**src/rtl/pseq_pkg.sv**
```systemverilog
// Shared types and widths for the frame-synchronous pattern sequencer.
// Used by pattern_seq_ctrl and key_debounce.
package pseq_pkg;

  localparam int PSEL_W = 2;
  localparam int FCNT_W = 8;
  localparam int DEB_W  = 20;

  typedef enum logic {
    IDLE = 1'b0,
    PEND = 1'b1
  } pseq_state_e;

  // Next pattern index, wrapping to 0 after the last selectable pattern.
  function automatic logic [PSEL_W-1:0] next_psel(input logic [PSEL_W-1:0] cur,
                                                  input logic [2:0]        num_pat);
    logic [2:0] last;
    last = num_pat - 3'd1;
    if ({1'b0, cur} >= last) begin
      return '0;
    end
    return cur + PSEL_W'(1);
  endfunction

endpackage

```
**src/rtl/key_debounce.sv**
```systemverilog
// Front-panel key conditioner: 2-flop synchronizer, stability counter and
// debounced level. Emits a one-cycle press pulse on each accepted 1->0
// transition of the debounced level; releases produce nothing.
module key_debounce
  import pseq_pkg::*;
#(
  parameter logic [DEB_W-1:0] DEB_CYCLES = 20'd50000
) (
  input  logic px_clk,
  input  logic rstn,
  input  logic key_n,
  output logic press
);

  localparam logic [DEB_W-1:0] DEB_LAST = DEB_CYCLES - DEB_W'(1);

  logic             key_s1;
  logic             key_s2;
  logic             key_db;
  logic [DEB_W-1:0] deb_cnt;
  logic             differs;
  logic             flip;

  assign differs = (key_s2 != key_db);
  assign flip    = differs && (deb_cnt == DEB_LAST);

  // Bring the asynchronous key into px_clk; idle level is released (1).
  always_ff @(posedge px_clk or negedge rstn) begin
    if (!rstn) begin
      key_s1 <= 1'b1;
      key_s2 <= 1'b1;
    end else begin
      key_s1 <= key_n;
      key_s2 <= key_s1;
    end
  end

  // Count consecutive samples that disagree with the debounced level.
  always_ff @(posedge px_clk or negedge rstn) begin
    if (!rstn) begin
      deb_cnt <= '0;
      key_db  <= 1'b1;
    end else if (!differs) begin
      deb_cnt <= '0;
    end else if (flip) begin
      deb_cnt <= '0;
      key_db  <= ~key_db;
    end else begin
      deb_cnt <= deb_cnt + DEB_W'(1);
    end
  end

  // Registered press pulse: only the 1->0 flip of the debounced level counts.
  always_ff @(posedge px_clk or negedge rstn) begin
    if (!rstn) begin
      press <= 1'b0;
    end else begin
      press <= flip & key_db;
    end
  end

endmodule

```
**src/rtl/pattern_seq_ctrl.sv**
```systemverilog
// Frame-synchronous pattern-select sequencer for the test pattern generator.
// Key presses (debounced) request a pattern advance that is applied on the
// next vsync rising edge, so a frame is never torn.
// Build option: define PSEQ_AUTO_EN to add automatic advance every
// FRAMES_PER_PAT frames, gated by auto_en. Without it auto_en is unused.
//
//   state | meaning
//   ------+----------------------------------------------------------
//   IDLE  | no manual request outstanding; auto advance may fire
//   PEND  | a press was accepted, advance on the next vsync rise
module pattern_seq_ctrl
  import pseq_pkg::*;
#(
  parameter logic [DEB_W-1:0]  DEB_CYCLES     = 20'd50000,
  parameter logic [FCNT_W-1:0] FRAMES_PER_PAT = 8'd60,
  parameter logic [2:0]        NUM_PAT        = 3'd4
) (
  input  logic              px_clk,
  input  logic              rstn,
  input  logic              vsync,
  input  logic              key_n,
  input  logic              auto_en,
  output logic [PSEL_W-1:0] psel,
  output logic              pat_chg,
  output logic              pend,
  output logic [FCNT_W-1:0] frame_cnt
);

  localparam logic [FCNT_W-1:0] FCNT_LAST = FRAMES_PER_PAT - FCNT_W'(1);
  localparam logic [FCNT_W-1:0] FCNT_MAX  = '1;

  pseq_state_e state_q;
  pseq_state_e state_d;
  logic        press;
  logic        vsync_d;
  logic        vs_rise;
  logic        auto_hit;
  logic        advance;

  key_debounce #(
    .DEB_CYCLES(DEB_CYCLES)
  ) u_key_debounce (
    .px_clk(px_clk),
    .rstn  (rstn),
    .key_n (key_n),
    .press (press)
  );

  // Registered frame-start strobe, one cycle after vsync is first seen high.
  always_ff @(posedge px_clk or negedge rstn) begin
    if (!rstn) begin
      vsync_d <= 1'b0;
      vs_rise <= 1'b0;
    end else begin
      vsync_d <= vsync;
      vs_rise <= vsync & ~vsync_d;
    end
  end

`ifdef PSEQ_AUTO_EN
  assign auto_hit = auto_en & vs_rise & (frame_cnt == FCNT_LAST);
`else
  logic unused_auto;
  assign unused_auto = auto_en ^ (|FCNT_LAST);
  assign auto_hit    = 1'b0;
`endif

  // FSM state register.
  always_ff @(posedge px_clk or negedge rstn) begin
    if (!rstn) begin
      state_q <= IDLE;
    end else begin
      state_q <= state_d;
    end
  end

  // Next state and the single advance strobe; auto only fires from IDLE,
  // so a manual and an auto request can never advance twice in one frame.
  always_comb begin
    state_d = state_q;
    advance = 1'b0;
    case (state_q)
      IDLE: begin
        if (auto_hit) begin
          advance = 1'b1;
        end
        if (press) begin
          state_d = PEND;
        end
      end
      PEND: begin
        if (vs_rise) begin
          advance = 1'b1;
          state_d = IDLE;
        end
      end
      default: begin
        state_d = IDLE;
      end
    endcase
  end

  assign pend = (state_q == PEND);

  // Pattern select and change strobe, both updated on the advance edge.
  always_ff @(posedge px_clk or negedge rstn) begin
    if (!rstn) begin
      psel    <= '0;
      pat_chg <= 1'b0;
    end else begin
      pat_chg <= advance;
      if (advance) begin
        psel <= next_psel(psel, NUM_PAT);
      end
    end
  end

  // Frames shown since the last change, saturating at the counter maximum.
  always_ff @(posedge px_clk or negedge rstn) begin
    if (!rstn) begin
      frame_cnt <= '0;
    end else if (advance) begin
      frame_cnt <= '0;
    end else if (vs_rise && (frame_cnt != FCNT_MAX)) begin
      frame_cnt <= frame_cnt + FCNT_W'(1);
    end
  end

endmodule

```
**config.mk**
```make
export PLATFORM = sky130hd
export DESIGN_NAME = pattern_seq_ctrl
export DESIGN_NICKNAME = d
export VERILOG_FILES = /design/src/rtl/pseq_pkg.sv /design/src/rtl/key_debounce.sv /design/src/rtl/pattern_seq_ctrl.sv
export SDC_FILE = /design/constraint.sdc
export NUM_CORES = 1
export LEC_CHECK = 0
export ABC_AREA = 1
export BUFFER_PORTS_ARGS = -buffer_cell sky130_fd_sc_hd__buf_2
export CAP_MARGIN = 25
export CORE_MARGIN = 2
export CORE_UTILIZATION = 50
export DETAILED_ROUTE_END_ITERATION = 10
export PLACE_DENSITY = 0.8
export SLEW_MARGIN = 10
export SYNTH_ARGS = -nofsm -noshare
export SYNTH_HDL_FRONTEND = slang
export SYNTH_HIERARCHICAL = 1
export SYNTH_SLANG_ARGS = --single-unit
```
**constraint.sdc**
```tcl
create_clock -name px_clk -period 1.4 [get_ports px_clk]
set_input_delay 0.28 -clock px_clk [delete_from_list [all_inputs] [get_ports px_clk]]
set_output_delay 0.28 -clock px_clk [all_outputs]
set_load 0.02 [all_outputs]
```
Word level (Yosys, flattened, before mapping)

Cells that the tools add are included.

Input port bits: 5
Logic and storage cells: 40
Output and inout bits: 12
Flip-flop bits (word level): 38

Eq/ne operators: 3
Magnitude comparators: 1
Multiplexer cells: 13
Reduce and logical (&&, ||, !) cells: 4
Add/sub/neg operators: 3
Bitwise logic cells: 5

Operators by type and width:

| operator              | count |
|---|---|
| $mux 20               | 2 |
| $add 20x1->20 const B | 1 |
| $eq 20x16->1 const B  | 1 |
| $mux 8                | 2 |
| $add 8x1->8 const B   | 1 |
| $ne 8x8->1 const B    | 1 |
| $mux 1                | 5 |
| $mux 2                | 2 |
| $pmux 1 s2            | 2 |
| $not 1->1             | 3 |
| $add 2x1->2 const B   | 1 |
| $and 1x1->1           | 2 |
| $ge 2x2->1 const B    | 1 |
| $logic_and 1x1->1     | 2 |
| $reduce_and 2->1      | 1 |
| $reduce_bool 2->1     | 1 |
| $ne 1x1->1            | 1 |

Depth between registers and ports, before layout

Depth in word-level cells: 4
Gate-level depth with buffers: 9
Gate-level depth less buffers: 9

Hierarchy

Netlist, hierarchy kept.

Modules (own cells, without submodules):

| module           | area an instance (um^2) | sequential area each (um^2) | times used | cells an instance |
|---|---|---|---|---|
| key_debounce     | 1357.6                  | 604.3                       | 1          | 189 |
| pattern_seq_ctrl | 716.9                   | 350.3                       | 1          | 91 |

Least setup slack after synthesis

OpenSTA, ideal clock, no wires.

Path type: reg2reg
From: register frame_cnt[1]
To: register frame_cnt[7]
Path slack: 0.084 ns
Cell stages (with the launch flop): 9
Path buffers: 0
Period minus slack after synthesis: 1.316 ns
Data arrival time: 1.199 ns
Setup time: 0.117 ns
Data required time: 1.283 ns
Cell sequence: dfrtp_1 > ha_1 > nand2_2 > nor2_2 > nand2_1 > nand3_2 > inv_1 > nand2_1 > nand2_1

Word-level cells in the longest chain between the ends: 3
Elaborated cells between the ends (all ways): 6
Classes of those cells: add/sub (1); eq/ne (1); mux (2); reduce/logical (2)

Ends and longest elaborated chain:

| element                                     | RTL line                                         | text |
|---|---|---|
| start: declaration                          | pattern_seq_ctrl.sv:26                           | `output logic [FCNT_W-1:0] frame_cnt` |
| start signal: assignment                    | pattern_seq_ctrl.sv:125                          | `frame_cnt <= frame_cnt + FCNT_W'(1);` |
| $add 8x1->8 or $ne 8x8->1 (tied branches)   | pattern_seq_ctrl.sv:125, pattern_seq_ctrl.sv:124 |  |
| $mux 8 or $logic_and 1x1->1 (tied branches) | pattern_seq_ctrl.sv:124                          | `end else if (vs_rise && (frame_cnt != FCNT_MAX)) begin` |
| $mux 8 or $reduce_bool 2->1 (tied branches) | n/a                                              |  |

Several ways; a longest one is shown, not always the timed one. The select of a mux whose other input is x is not followed.
A chain may end at the register's enable or synchronous reset.

Worst setup path after layout

From: register u_key_debounce.deb_cnt[1]
To: register u_key_debounce.deb_cnt[8]

Word-level cells in the longest chain between the ends: 4
Elaborated cells between the ends (all ways): 5
Classes of those cells: add/sub (1); eq/ne (1); mux (2); reduce/logical (1)

Ends and longest elaborated chain:

| element                                                               | RTL line           | text |
|---|---|---|
| start: declaration                                                    | key_debounce.sv:20 | `logic [DEB_W-1:0] deb_cnt;` |
| start signal: assignment                                              | key_debounce.sv:49 | `deb_cnt <= deb_cnt + DEB_W'(1);` |
| parallel branches: the longest is 2 deep, another holds $add 20x1->20 | n/a                |  |
| $mux 20 *                                                             | key_debounce.sv:45 | `end else if (flip) begin` |
| $mux 20 *                                                             | key_debounce.sv:43 | `end else if (!differs) begin` |

Every way passes the cells marked *.

==> impl_metrics.py <==
metrics = {
    "timing": {
        "relSlewSlack_pct": 73.6,
        "setup_violations": 0,
        "setup_tns_ns": 0,
        "fin_crit_sh_pct": 95.0,
        "skew_ns": 0.00529,
        "tightest_slew_ns": 0.395,
        "fin_crit_ns": 1.33,
        "fmax_mhz": 752,
        "hold_viol": 0,
        "rsz0062_at_grt": "true",
        "slew_viol_final": 0,
        "holdWs_ns": 0.0790,
    },
    "clock_tree": {
        "tritoncts": "done",
        "cts_num_sinks": 38,
        "clk_pin_slew_ns": 0.07,
        "clk_path_buf_depth": 2,
        "cts-root-buf": "clkbuf_8",
        "h-tree-depth": 2,
        "clk_latency_ns": 0.30,
        "cts_made_buffers": 5,
    },
    "layout": {
        "fillerInstances": 347,
        "areaGrowthSynthToFinish_pct": 21.8,
        "register_area_um2": 955,
        "post-route-util_pct": 63.2,
        "layout-drive-gt1-share_pct": 22.0,
        "multi_input_area_um2": 1030,
        "n_antenna_cell": 0,
        "layout.nets": 325,
        "stdcell_area_um2": 2530,
    },
    "critical_path": {
        "rr_startpoint": "u_key_debounce/deb_cnt[1]",
        "critPathMaxFanout": 4,
        "cp_data_required_time_ns": 1.63,
        "cp-end-kind": "register",
        "critPathKind": "register to register",
        "startpoint": "u_key_debounce/deb_cnt[1]",
        "arrival_ns": 1.56,
        "start_kind": "register",
    },
    "synthesis": {
        "synth_top_family_by_area": "simple AND/OR/NAND/NOR gates",
        "yosys_warnings": 6,
        "ys_types": 26,
        "synth_top_area_share_pct": 42.2,
        "syn_area_um2": 2070,
        "syn_area_per_cell_um2": 7.41,
        "syn-instance-count": 280,
        "synth.mux.area_fraction_pct": 0,
        "synth_area_leader_cell": "dfrtp_1",
        "synth_compound_area_share_pct": 3.80,
        "async_flop_share_pct": 100,
        "yosysMostFrequentCell": "nand2_1",
        "seq_area_frac_synth_pct": 46.0,
        "synthAdderAreaFrac_pct": 1.81,
        "synth_nets": 288,
        "synth_edf_count": 0,
        "ys.flop_type": "dfrtp_1",
        "synth_commonest_cells": "nand2_1 (83), nor2_1 (58), dfrtp_1 (35)",
        "synth_area_leaders": "dfrtp_1 (42%), nand2_1 (15%), nor2_1 (10%)",
        "synth-xor-area-share_pct": 3.38,
        "ys_ff_latch": 38,
        "synth_simple_gate_area_share_pct": 38.8,
    },
    "power": {
        "vdd_drop_max_mv": 0.725,
        "p_leak_nw": 1.31,
        "p_total_w": 0.00281,
        "powerDensity_nw_per_um2": 1110,
    },
    "placed_design": {
        "port_buffers": 15,
        "gp_congestion": 0.853,
        "placed_area_um2": 2300,
        "hpwl_um": 3090,
    },
    "die": {
        "initial_utilization_pct": 51.9,
        "die_h_um": 68.4,
        "core_um2": 4000,
        "core.rowCount": 23,
        "dieArea_um2": 4680,
        "die_w_um": 68.4,
        "ios": 17,
    },
    "flow_run": {
        "max_cap_violations": 0,
    },
    "detailed_routing": {
        "vias_per_cell": 5.00,
        "remaining_drc_errors": 0,
        "vias": 1839,
        "postRouteAntennaNets": 0,
        "drt-total-wl_um": 4220,
        "routedWlPerCell_um": 11.5,
        "dr.pass1.iters": 4,
        "drt_iter0_drc": 103,
    },
    "grt": {
        "grt_pass1_vias": 1803,
        "overflow": 0,
        "grt_use_total_pct": 21.6,
        "grt_max_degree": 24,
        "antenna_found_initial": 0,
        "grt_pass1_wl_um": 7290,
    },
    "run_status": {
        "status": "completed",
    },
    "min_path": {
        "hold_class": "input port to register",
        "min_from": "key_n",
    },
}
==> where the power goes <==
group	total, W	switching [W]	internal, W
logic	0.000416	0.000254	0.000162
registers	0.00124	0.0000788	0.00116
clock network	0.00115	0.000391	0.000760
total	0.00281	0.000724	0.00209
==> cell usage in the layout, fill, tap and decap left out <==
| cell type | Yosys | routed |
|---|---|---|
| nand2_2 | 6 | 7 |
| bufinv_16 | 0 | 2 |
| dfstp_2 | 3 | 3 |
| inv_1 | 32 | 31 |
| nand2_4 | 3 | 4 |
| nand3_2 | 1 | 2 |
| o21bai_1 | 2 | 2 |
| buf_4 | 0 | 14 |
| or2_2 | 1 | 1 |
| nand2_1 | 83 | 81 |
| nor3_1 | 1 | 1 |
| a21boi_0 | 1 | 1 |
| buf_12 | 0 | 1 |
| inv_2 | 1 | 2 |
| xor2_1 | 5 | 5 |
| nor3b_1 | 1 | 1 |
| nor2_1 | 58 | 55 |
| a21oi_1 | 1 | 1 |
| o21ai_2 | 1 | 1 |
| xnor2_1 | 3 | 3 |
| nor2_2 | 5 | 5 |
| ha_2 | 0 | 1 |
| o21a_1 | 1 | 1 |
| buf_2 | 0 | 15 |
| nand4_1 | 1 | 1 |
| nor2_4 | 3 | 6 |
| dlygate4sd3_1 | 0 | 1 |
| clkbuf_8 | 0 | 6 |
| nand3_1 | 21 | 20 |
| o21ai_0 | 7 | 7 |
| ha_1 | 3 | 2 |
| dfrtp_1 | 35 | 35 |
==> layer usage <==
layer,global-route usage [%],vias to the layer above,routed length (um)
met4,9.50,0,37
met5,0,-,0
met1,23.4,871,1850
li1,-,932,-
met3,6.58,4,159
met2,38.3,32,2170
==> cells by family (layout without fill, tap and decap cells) <==
logic type	after synthesis	count (layout)
buf+inv	34	72
xor+xnor	8	8
simple gates	184	184
flops	38	38
compound gates	13	13
fa+ha+maj	3	3
==> through the flow <==
step	instances	worst slack, ns
global route	368	-0.00330
CTS	364	0.00626
finish	368	0.0707
detailed placement	355	0.00387
global placement	355	0.0512
floorplan	280	0.0835
==> cell type report <==
type / instances / area share (%)
Multi-Input combinational cell: 208 / 40.9
Clock buffer: 6 / 3.27
Sequential cell: 38 / 37.8
Clock inverter: 2 / 2.38
Tap cell: 50 / 2.48
Timing Repair Buffer: 31 / 8.32
Inverter: 33 / 4.90
==> flip-flops by register name, summed over array words and instances, names as in the netlist <==
| register | flops |
|---|---|
| u_key_debounce/deb_cnt | 20 |
| vsync_d | 1 |
| u_key_debounce/key_db | 1 |
| vs_rise | 1 |
| u_key_debounce/key_s1 | 1 |
| pat_chg | 1 |
| u_key_debounce/press | 1 |
| u_key_debounce/key_s2 | 1 |
| frame_cnt | 8 |
| psel | 2 |
| pend | 1 |
==> path summary, 6_finish.rpt <==
kind	slack, ns	cells past startpoint	to
worst max-delay path	0.07	7	u_key_debounce/deb_cnt[8]
worst min register to register	0.35	0	u_key_debounce/key_s2
min in group asynchronous	0.43	2	frame_cnt[2]
max in group asynchronous	0.51	3	u_key_debounce/deb_cnt[16]
worst min-delay path	0.08	1	u_key_debounce/key_s1
worst max register to register	0.07	7	u_key_debounce/deb_cnt[8]
==> worst max-delay path, stage by stage (launching register included) <==
cell and delay, ns:
dfrtp_1 0.36, ha_2 0.20, nand2_2 0.09, nor2_2 0.11, nand2_2 0.11, buf_4 0.16
xor2_1 0.13, nor2_1 0.10
==> timing repair <==
action	4_1_cts	5_1_grt
hold endpoints to repair	12	0
hold buffers	1	0
setup buffers	0	4
setup endpoints to repair	2	20
gates resized for setup	2	10
pin swaps	1	3
No activity file was read; power rests on OpenSTA's default activity.
